## src/rtl/id_ex_issue_if.sv

```systemverilog
// Issue-stage bus bundle: ID instruction, RF read port, EX/MEM/WB bypass sources, ID/EX outputs.
// Latency: none, wires only.
// Backpressure: ex_hold (from downstream) and flush travel in; id_stall travels back to IF/ID.
//
// master: pipeline side driving the ID instruction and bypass sources.
// slave : issue stage (id_ex_issue).
interface id_ex_issue_if #(
    parameter int CTRL_W = 16
);
    // ID instruction
    logic              id_valid;
    logic [31:0]       id_pc;
    logic [4:0]        id_rs1;
    logic [4:0]        id_rs2;
    logic              id_use1;
    logic              id_use2;
    logic [4:0]        id_rd;
    logic              id_rd_we;
    logic              id_is_load;
    logic [31:0]       id_imm;
    logic [CTRL_W-1:0] id_ctrl;
    // register file read port
    logic [4:0]        rf_a1;
    logic [4:0]        rf_a2;
    logic [31:0]       rf_rd1;
    logic [31:0]       rf_rd2;
    // bypass sources
    logic [31:0]       ex_result;
    logic [4:0]        mem_rd;
    logic              mem_rd_we;
    logic [31:0]       mem_data;
    logic [4:0]        wb_rd;
    logic              wb_we;
    logic [31:0]       wb_data;
    // pipeline control
    logic              ex_hold;
    logic              flush;
    logic              id_stall;
    // ID/EX register contents
    logic              ex_valid;
    logic [31:0]       ex_pc;
    logic [31:0]       ex_op1;
    logic [31:0]       ex_op2;
    logic [31:0]       ex_imm;
    logic [4:0]        ex_rd;
    logic              ex_rd_we;
    logic              ex_is_load;
    logic [CTRL_W-1:0] ex_ctrl;
    logic [31:0]       stall_cnt;

    modport master (
        output id_valid, id_pc, id_rs1, id_rs2, id_use1, id_use2, id_rd, id_rd_we,
               id_is_load, id_imm, id_ctrl, rf_rd1, rf_rd2, ex_result,
               mem_rd, mem_rd_we, mem_data, wb_rd, wb_we, wb_data, ex_hold, flush,
        input  rf_a1, rf_a2, id_stall, ex_valid, ex_pc, ex_op1, ex_op2, ex_imm,
               ex_rd, ex_rd_we, ex_is_load, ex_ctrl, stall_cnt
    );

    modport slave (
        input  id_valid, id_pc, id_rs1, id_rs2, id_use1, id_use2, id_rd, id_rd_we,
               id_is_load, id_imm, id_ctrl, rf_rd1, rf_rd2, ex_result,
               mem_rd, mem_rd_we, mem_data, wb_rd, wb_we, wb_data, ex_hold, flush,
        output rf_a1, rf_a2, id_stall, ex_valid, ex_pc, ex_op1, ex_op2, ex_imm,
               ex_rd, ex_rd_we, ex_is_load, ex_ctrl, stall_cnt
    );
endinterface

```

## src/rtl/id_ex_issue.sv

```systemverilog
// Decode-to-execute issue: RF read, EX/MEM/WB forwarding, load-use bubble, ID/EX register, stall counter.
// Latency: 1 cycle ID -> ex_*; rf_a1/rf_a2/id_stall are combinational.
// Backpressure: ex_hold freezes ID/EX and raises id_stall; flush overrides both and loads a bubble.
//
// Ports: clk, rst (synchronous, active low); bus (id_ex_issue_if.slave) carries the ID
// instruction, RF read port, bypass sources, hold/flush, ID/EX outputs and stall_cnt.
module id_ex_issue #(
    parameter int CTRL_W = 16
) (
    input  logic          clk,
    input  logic          rst,
    id_ex_issue_if.slave  bus
);

    typedef struct packed {
        logic              valid;
        logic [31:0]       pc;
        logic [31:0]       op1;
        logic [31:0]       op2;
        logic [31:0]       imm;
        logic [4:0]        rd;
        logic              rd_we;
        logic              is_load;
        logic [CTRL_W-1:0] ctrl;
    } idex_t;

    idex_t       idex_q;
    idex_t       idex_d;
    logic [31:0] stall_cnt_q;

    logic        ex_we_eff;
    logic        ex_m1, ex_m2, mem_m1, mem_m2, wb_m1, wb_m2;
    logic        load_use;
    logic [31:0] op1_fwd, op2_fwd;

    function automatic logic src_match(input logic rd_en, input logic [4:0] rs,
                                       input logic we, input logic [4:0] rd);
        return rd_en && (rs != 5'd0) && we && (rd == rs);
    endfunction

    // Priority EX (non-load) > MEM > WB > RF. An EX load match falls through to the
    // later stages; that case is always bubbled by load_use, so the value is unused.
    function automatic logic [31:0] fwd_sel(input logic [4:0] rs, input logic ex_m,
                                            input logic ex_ld, input logic [31:0] ex_v,
                                            input logic mem_m, input logic [31:0] mem_v,
                                            input logic wb_m, input logic [31:0] wb_v,
                                            input logic [31:0] rf_v);
        if (rs == 5'd0)          return 32'd0;
        else if (ex_m && !ex_ld) return ex_v;
        else if (mem_m)          return mem_v;
        else if (wb_m)           return wb_v;
        else                     return rf_v;
    endfunction

    assign bus.rf_a1 = bus.id_rs1;
    assign bus.rf_a2 = bus.id_rs2;

    assign ex_we_eff = idex_q.valid & idex_q.rd_we;

    assign ex_m1  = src_match(bus.id_use1, bus.id_rs1, ex_we_eff,     idex_q.rd);
    assign ex_m2  = src_match(bus.id_use2, bus.id_rs2, ex_we_eff,     idex_q.rd);
    assign mem_m1 = src_match(bus.id_use1, bus.id_rs1, bus.mem_rd_we, bus.mem_rd);
    assign mem_m2 = src_match(bus.id_use2, bus.id_rs2, bus.mem_rd_we, bus.mem_rd);
    assign wb_m1  = src_match(bus.id_use1, bus.id_rs1, bus.wb_we,     bus.wb_rd);
    assign wb_m2  = src_match(bus.id_use2, bus.id_rs2, bus.wb_we,     bus.wb_rd);

    assign op1_fwd = fwd_sel(bus.id_rs1, ex_m1, idex_q.is_load, bus.ex_result,
                             mem_m1, bus.mem_data, wb_m1, bus.wb_data, bus.rf_rd1);
    assign op2_fwd = fwd_sel(bus.id_rs2, ex_m2, idex_q.is_load, bus.ex_result,
                             mem_m2, bus.mem_data, wb_m2, bus.wb_data, bus.rf_rd2);

    // Stall logic depends only on registered ID/EX state and ID fields, never on ex_result.
    assign load_use     = bus.id_valid & (ex_m1 | ex_m2) & idex_q.is_load;
    assign bus.id_stall = (load_use | bus.ex_hold) & ~bus.flush;

    always_comb begin
        idex_d = '0;
        if (bus.flush) begin
            idex_d = '0;
        end else if (bus.ex_hold) begin
            idex_d = idex_q;
        end else if (load_use) begin
            idex_d = '0;
        end else begin
            idex_d.valid   = bus.id_valid;
            idex_d.pc      = bus.id_pc;
            idex_d.op1     = op1_fwd;
            idex_d.op2     = op2_fwd;
            idex_d.imm     = bus.id_imm;
            idex_d.rd      = bus.id_rd;
            idex_d.rd_we   = bus.id_rd_we & bus.id_valid;
            idex_d.is_load = bus.id_is_load & bus.id_valid;
            idex_d.ctrl    = bus.id_ctrl;
        end
    end

    always_ff @(posedge clk) begin
        if (!rst) begin
            idex_q      <= '0;
            stall_cnt_q <= 32'd0;
        end else begin
            idex_q <= idex_d;
            if (bus.id_stall) stall_cnt_q <= stall_cnt_q + 32'd1;
        end
    end

    assign bus.ex_valid   = idex_q.valid;
    assign bus.ex_pc      = idex_q.pc;
    assign bus.ex_op1     = idex_q.op1;
    assign bus.ex_op2     = idex_q.op2;
    assign bus.ex_imm     = idex_q.imm;
    assign bus.ex_rd      = idex_q.rd;
    assign bus.ex_rd_we   = idex_q.rd_we;
    assign bus.ex_is_load = idex_q.is_load;
    assign bus.ex_ctrl    = idex_q.ctrl;
    assign bus.stall_cnt  = stall_cnt_q;

endmodule

```

## src/flat_wrapper.sv

```systemverilog
// flat-port wrapper written by rule: the top's interface ports become plain ports
module id_ex_issue_flat 
#(
    parameter int CTRL_W = 16
)
  (clk, rst, bus_id_valid, bus_id_pc, bus_id_rs1, bus_id_rs2, bus_id_use1, bus_id_use2, bus_id_rd, bus_id_rd_we, bus_id_is_load, bus_id_imm, bus_id_ctrl, bus_rf_rd1, bus_rf_rd2, bus_ex_result, bus_mem_rd, bus_mem_rd_we, bus_mem_data, bus_wb_rd, bus_wb_we, bus_wb_data, bus_ex_hold, bus_flush, bus_rf_a1, bus_rf_a2, bus_id_stall, bus_ex_valid, bus_ex_pc, bus_ex_op1, bus_ex_op2, bus_ex_imm, bus_ex_rd, bus_ex_rd_we, bus_ex_is_load, bus_ex_ctrl, bus_stall_cnt);
  id_ex_issue_if #(.CTRL_W(CTRL_W)) bus_i ();
  input  logic clk;
  input  logic rst;
  input wire logic [$bits(bus_i.id_valid)-1:0] bus_id_valid;
  input wire logic [$bits(bus_i.id_pc)-1:0] bus_id_pc;
  input wire logic [$bits(bus_i.id_rs1)-1:0] bus_id_rs1;
  input wire logic [$bits(bus_i.id_rs2)-1:0] bus_id_rs2;
  input wire logic [$bits(bus_i.id_use1)-1:0] bus_id_use1;
  input wire logic [$bits(bus_i.id_use2)-1:0] bus_id_use2;
  input wire logic [$bits(bus_i.id_rd)-1:0] bus_id_rd;
  input wire logic [$bits(bus_i.id_rd_we)-1:0] bus_id_rd_we;
  input wire logic [$bits(bus_i.id_is_load)-1:0] bus_id_is_load;
  input wire logic [$bits(bus_i.id_imm)-1:0] bus_id_imm;
  input wire logic [$bits(bus_i.id_ctrl)-1:0] bus_id_ctrl;
  input wire logic [$bits(bus_i.rf_rd1)-1:0] bus_rf_rd1;
  input wire logic [$bits(bus_i.rf_rd2)-1:0] bus_rf_rd2;
  input wire logic [$bits(bus_i.ex_result)-1:0] bus_ex_result;
  input wire logic [$bits(bus_i.mem_rd)-1:0] bus_mem_rd;
  input wire logic [$bits(bus_i.mem_rd_we)-1:0] bus_mem_rd_we;
  input wire logic [$bits(bus_i.mem_data)-1:0] bus_mem_data;
  input wire logic [$bits(bus_i.wb_rd)-1:0] bus_wb_rd;
  input wire logic [$bits(bus_i.wb_we)-1:0] bus_wb_we;
  input wire logic [$bits(bus_i.wb_data)-1:0] bus_wb_data;
  input wire logic [$bits(bus_i.ex_hold)-1:0] bus_ex_hold;
  input wire logic [$bits(bus_i.flush)-1:0] bus_flush;
  output wire logic [$bits(bus_i.rf_a1)-1:0] bus_rf_a1;
  output wire logic [$bits(bus_i.rf_a2)-1:0] bus_rf_a2;
  output wire logic [$bits(bus_i.id_stall)-1:0] bus_id_stall;
  output wire logic [$bits(bus_i.ex_valid)-1:0] bus_ex_valid;
  output wire logic [$bits(bus_i.ex_pc)-1:0] bus_ex_pc;
  output wire logic [$bits(bus_i.ex_op1)-1:0] bus_ex_op1;
  output wire logic [$bits(bus_i.ex_op2)-1:0] bus_ex_op2;
  output wire logic [$bits(bus_i.ex_imm)-1:0] bus_ex_imm;
  output wire logic [$bits(bus_i.ex_rd)-1:0] bus_ex_rd;
  output wire logic [$bits(bus_i.ex_rd_we)-1:0] bus_ex_rd_we;
  output wire logic [$bits(bus_i.ex_is_load)-1:0] bus_ex_is_load;
  output wire logic [$bits(bus_i.ex_ctrl)-1:0] bus_ex_ctrl;
  output wire logic [$bits(bus_i.stall_cnt)-1:0] bus_stall_cnt;
  assign bus_i.id_valid = bus_id_valid;
  assign bus_i.id_pc = bus_id_pc;
  assign bus_i.id_rs1 = bus_id_rs1;
  assign bus_i.id_rs2 = bus_id_rs2;
  assign bus_i.id_use1 = bus_id_use1;
  assign bus_i.id_use2 = bus_id_use2;
  assign bus_i.id_rd = bus_id_rd;
  assign bus_i.id_rd_we = bus_id_rd_we;
  assign bus_i.id_is_load = bus_id_is_load;
  assign bus_i.id_imm = bus_id_imm;
  assign bus_i.id_ctrl = bus_id_ctrl;
  assign bus_i.rf_rd1 = bus_rf_rd1;
  assign bus_i.rf_rd2 = bus_rf_rd2;
  assign bus_i.ex_result = bus_ex_result;
  assign bus_i.mem_rd = bus_mem_rd;
  assign bus_i.mem_rd_we = bus_mem_rd_we;
  assign bus_i.mem_data = bus_mem_data;
  assign bus_i.wb_rd = bus_wb_rd;
  assign bus_i.wb_we = bus_wb_we;
  assign bus_i.wb_data = bus_wb_data;
  assign bus_i.ex_hold = bus_ex_hold;
  assign bus_i.flush = bus_flush;
  assign bus_rf_a1 = bus_i.rf_a1;
  assign bus_rf_a2 = bus_i.rf_a2;
  assign bus_id_stall = bus_i.id_stall;
  assign bus_ex_valid = bus_i.ex_valid;
  assign bus_ex_pc = bus_i.ex_pc;
  assign bus_ex_op1 = bus_i.ex_op1;
  assign bus_ex_op2 = bus_i.ex_op2;
  assign bus_ex_imm = bus_i.ex_imm;
  assign bus_ex_rd = bus_i.ex_rd;
  assign bus_ex_rd_we = bus_i.ex_rd_we;
  assign bus_ex_is_load = bus_i.ex_is_load;
  assign bus_ex_ctrl = bus_i.ex_ctrl;
  assign bus_stall_cnt = bus_i.stall_cnt;
  id_ex_issue #(.CTRL_W(CTRL_W)) u_core (.clk(clk), .rst(rst), .bus(bus_i));
endmodule
```

## config.mk

```make
export PLATFORM = sky130hd
export DESIGN_NAME = id_ex_issue_flat
export DESIGN_NICKNAME = d
export VERILOG_FILES = /design/src/rtl/id_ex_issue_if.sv /design/src/rtl/id_ex_issue.sv /design/src/flat_wrapper.sv
export SDC_FILE = /design/constraint.sdc
export NUM_CORES = 1
export LEC_CHECK = 0
export CORE_AREA = 2 2 183 185
export CTS_BUF_LIST = sky130_fd_sc_hd__clkbuf_8
export CTS_CLUSTER_SIZE = 10
export DETAILED_ROUTE_END_ITERATION = 8
export DIE_AREA = 0 0 185 187
export GPL_ROUTABILITY_DRIVEN = 0
export PLACE_DENSITY_LB_ADDON = 0.25
export SYNTH_ARGS = -nofsm -noshare
export SYNTH_HDL_FRONTEND = slang
export SYNTH_SLANG_ARGS = --single-unit
```

## constraint.sdc

```tcl
create_clock -name clk -period 2.7 [get_ports clk]
set_input_delay 0.27 -clock clk [delete_from_list [all_inputs] [get_ports clk]]
set_output_delay 0.27 -clock clk [all_outputs]
set_load 0.02 [all_outputs]
```

# Word level (Yosys, flattened, before mapping)
# Cells that the tools add are included.
# word_totals
register_bits	184
latch_bits	0
ram_bits	0
mem_bits_ro	0
mem_count	0
# op_classes
n_addsub	1
n_mul	0
div_mod_pow	0
n_lt_le_gt_ge	0
n_eq_ne	6
shift	0
muxes	9
n_bitwise	10
reduce_logical	22
# op_table
operator	count
$mux 32	8
$mux 152	1
$add 32x1->32 const B	1
$eq 5x5->1	6
$logic_and 1x1->1	16
$logic_not 5->1	2
$reduce_bool 5->1	2
$and 1x1->1	6
$not 1->1	2
$or 1x1->1	2
$reduce_or 2->1	1
$logic_not 1->1	1

# Depth between registers and ports, before layout
# logic_depth
ltp_word	9
mapped_depth	7

# Worst setup path before layout
# Ideal clock, no wire load.
# synth_path
kind	register to register
start	reg u_core.idex_q (netlist bit u_core.bus.ex_rd[2])
end	reg u_core.idex_q (netlist bit u_core.bus.ex_op1[10])
setup_ns	0.134
arrival_ns	2.070
setup_slack_ns	0.497
stages_incl_launch_ff	8
cell_sequence	dfxtp_1 > xnor2_1 > nand4_1 > nor3_1 > a221oi_4 > nand3_1 > clkbuf_1 > o22ai_1
# synth_via
elab_chain_len	6
# synth_rtl
item	line_no	source
from (decl)	id_ex_issue.sv:27	idex_t idex_q;
from (signal assigned)	id_ex_issue.sv:102	idex_q <= idex_d;
$eq 5x5->1	id_ex_issue.sv:38	return rd_en && (rs != 5'd0) && we && (rd == rs);
$logic_and 1x1->1	id_ex_issue.sv:38	
$or 1x1->1 / $logic_and 1x1->1 (equally long branches)	id_ex_issue.sv:73, id_ex_issue.sv:49	
$and 1x1->1 / $mux 32 (equally long branches)	id_ex_issue.sv:73, id_ex_issue.sv:49	
$and 1x1->1 / $mux 32 (equally long branches)	id_ex_issue.sv:73, id_ex_issue.sv:48	
$mux 152 *	id_ex_issue.sv:82	end else if (load_use) begin
# Every way passes the cells marked *; elsewhere a longest branch is shown, timed or not.
# A chain may end at the register's enable or synchronous reset.

# Worst setup path after layout
# layout_path
start	in bus_id_rs1[2]
end	out bus_id_stall
# layout_via
elab_chain_len	9
# layout_rtl
item	line_no	source
from (decl)	flat_wrapper.sv:12	input wire logic [$bits(bus_i.id_rs1)-1:0] bus_id_rs1;
$reduce_bool 5->1	id_ex_issue.sv:38	
$logic_and 1x1->1 (2 in series)	id_ex_issue.sv:38	
$logic_and 1x1->1 *	id_ex_issue.sv:38	
$or 1x1->1 *	id_ex_issue.sv:73	assign load_use = bus.id_valid & (ex_m1 | ex_m2) & idex_q.is_load;
$and 1x1->1 * (2 in series)	id_ex_issue.sv:73	
$or 1x1->1 *	id_ex_issue.sv:74	assign bus.id_stall = (load_use | bus.ex_hold) & ~bus.flush;
$and 1x1->1 *	id_ex_issue.sv:74	
to (decl)	flat_wrapper.sv:34	output wire logic [$bits(bus_i.id_stall)-1:0] bus_id_stall;
# Marked as above.

==> flow_summary.json <==
{
  "row_count": 67,
  "synth_warnings": 0,
  "grt_overflow": 0,
  "crit_type": "in2out",
  "final.period_utilization": 0.980,
  "clock_sinks": 184,
  "slew_headroom": 0.453,
  "grt_pass1_vias": 8978,
  "p_leak_uw": 0.00524,
  "syn_area_per_cell_sq_um": 9.95,
  "htree_num_levels": 4,
  "clockBufferDepth": 2,
  "ys.flop_type": "dfxtp_1",
  "finClkSkew_ns": 0.0216,
  "routedWlPerCell_um": 19.9,
  "path_clk_slew_ns": 0.12,
  "yosysTopAreaCellShare": 0.433,
  "synth_seq_area_share": 0.433,
  "final_nets": 1605,
  "grt_pass1_wl_um": 53100,
  "synth_cell_type_count": 42,
  "netlist_instances": 854,
  "numCtsBuffers": 17,
  "die_width_um": 185,
  "synthArstFlopShare": 0,
  "whs_path_depth": 2,
  "cp.arrival_ns": 2.37,
  "port_buffers": 470,
  "grt.total_usage": 0.198,
  "fmax_mhz": 378,
  "dp_hpwl_um": 26700,
  "ys_top_cells_by_area": "dfxtp_1 (43%), a22o_1 (8.9%), mux2i_1 (7.9%)",
  "layout_min_cycle_time_ns": 2.64,
  "cp_max_fo": 4,
  "die_y_um": 187,
  "finalSetupViolCount": 0,
  "antenna_found_initial": 2,
  "pin_count": 471,
  "dp_slack_ns": -0.361,
  "maxSlewViolCount": 0,
  "rr_worst_depth": 9,
  "fin_area_sq_um": 14600,
  "synth_fp_nets": 1131,
  "syn_area_sq_um": 8500,
  "worstSetupEndpointType": "output port",
  "drive_gt1_frac": 0.110,
  "start_kind": "input pin",
  "dieArea_sq_um": 34600,
  "pwr_density_cell_nw_per_um2": 435,
  "drtIter0Drc": 461,
  "dr.pass1.iters": 5,
  "wl_um": 35600,
  "drc": 0,
  "rsz0062_at_grt": "no",
  "setup_tns_ns": 0,
  "clock_latency_ns": 0.49,
  "setup_ws_ns": 0.0552,
  "vdd_drop_max_uv": 331,
  "synth_seq_cells": 184,
  "synth_edf_count": 0,
  "worst_slew_pin_slew_ns": 0.820,
  "cts_tree": "built",
  "vias": 8877,
  "cap_violations": 0,
  "viasPerCell": 4.96,
  "syn_to_final_growth_pct": 71.2,
  "outcome": "complete, no violations",
  "placed_area_sq_um": 14000,
  "yosysTopAreaCell": "dfxtp_1",
  "initial_core_util": 0.259,
  "hold_viol": 0,
  "cp.required_ns": 2.43,
  "ant_nets": 0,
  "hp-class": "in2reg",
  "grt_max_degree": 89,
  "root_buffer": "clkbuf_8",
  "fp.coreArea_sq_um": 32900
}
[worst max-delay path: stages]
cell and delay (ns):
clkdlybuf4s50_1 0.46, buf_4 0.18, or4_4 0.50, nor2_4 0.14, nor4_4 0.06, buf_4 0.16
o21ai_2 0.20, inv_1 0.07, dlygate4sd2_1 0.32
[synthesized netlist by cell type, types with 12 or more instances]
library cell,number
a22o_1,86
nor2_1,49
mux2_2,32
xor2_1,17
mux2i_1,67
a21oi_1,48
o2bb2ai_1,32
nand2_1,18
o21ai_0,15
o22ai_1,32
nand3_1,13
dfxtp_1,184
xnor2_1,26
a32oi_1,64
or3_1,13
buf_2,12
clkbuf_1,60
[what timing repair did]
| item | in CTS | in global routing |
|---|---|---|
| pin swaps | 2 | 1 |
| setup buffers | 1 | 2 |
| hold buffers | 0 | 0 |
| gates cloned | 0 | 0 |
| resized for setup | 5 | 1 |
| setup endpoints to repair | 4 | 1 |
[per-layer routing]
metal | GRT usage | wire [um] | up-vias
met5 | 0 | 0 | -
met2 | 0.355 | 18000 | 350
li1 | - | - | 4259
met4 | 0.0546 | 616 | 0
met1 | 0.230 | 14300 | 4230
met3 | 0.0537 | 2620 | 38
[sequential cells by signal, indices dropped and copies added (netlist names), 5 cells and up]
| name | flops |
|---|---|
| u_core.bus.ex_pc | 32 |
| u_core.bus.ex_imm | 32 |
| u_core.bus.ex_ctrl | 16 |
| u_core.bus.ex_op2 | 32 |
| u_core.bus.ex_rd | 5 |
| u_core.bus.stall_cnt | 32 |
| u_core.bus.ex_op1 | 32 |
[stage by stage]
| step | hold WS, ns | util | cells | power [uW] |
|---|---|---|---|---|
| after global routing | 0.321 | 0.443 | 1790 | 6600 |
| after detailed placement | 0.454 | 0.428 | 1754 | 4240 |
| after CTS | 0.315 | 0.442 | 1787 | 6420 |
| final | 0.366 | 0.443 | 1790 | 6330 |
| after global placement | 0.454 | 0.428 | 1754 | 4240 |
| after floorplan | 0.403 | - | 854 | 3420 |
[final cells by class]
cell class | count | area [sq um]
timing repair buffer | 537 | 5340
fill | 3174 | 18300
antenna | 1 | 2.50
sequential | 184 | 3680
tap | 448 | 561
clock buffer | 17 | 234
inverter | 7 | 26.3
clock inverter | 15 | 224
multi-input combinational | 581 | 4480
[cells in the final DEF (no fill, tap or decap), drive strengths merged, types with 18 or more instances in the layout]
| master | instances |
|---|---|
| o2bb2ai | 32 |
| mux2i | 67 |
| o22ai | 32 |
| dfxtp | 184 |
| xnor2 | 26 |
| a22o | 86 |
| clkdlybuf4s50 | 468 |
| a32oi | 64 |
| nand2 | 18 |
| nor2 | 50 |
| buf | 68 |
| mux2 | 32 |
| a21oi | 48 |
[final timing paths]
check	start	to	slack, ns
min reg2reg	u_core.bus.stall_cnt[31]	u_core.bus.stall_cnt[31]	0.48
max reg2reg	u_core.bus.ex_rd[1]	u_core.bus.stall_cnt[30]	0.37
min	bus_id_pc[23]	u_core.bus.ex_pc[23]	0.37
max	bus_id_rs1[2]	bus_id_stall	0.06
[cells by family (layout without fill, tap and decap cells)]
logic type / count (synthesis) / count (layout) / share of synthesized area
AOI/OAI and AO/OA: 297 / 297 / 0.269
DFF: 184 / 184 / 0.433
and+or+nand+nor: 141 / 141 / 0.0846
muxes: 99 / 99 / 0.121
buffers and inverters: 89 / 576 / 0.0455
xor gates and xnor gates: 43 / 43 / 0.0443
adders and majority gates: 1 / 1 / 0.00147
other: 0 / 1 / 0
[where the power goes]
group | total (uW) | switching [uW] | internal, uW
Clock | 2150 | 1250 | 898
Combinational | 1300 | 550 | 749
Sequential | 2880 | 63.3 | 2820
Note: power is estimated with default switching activity, not from simulation.
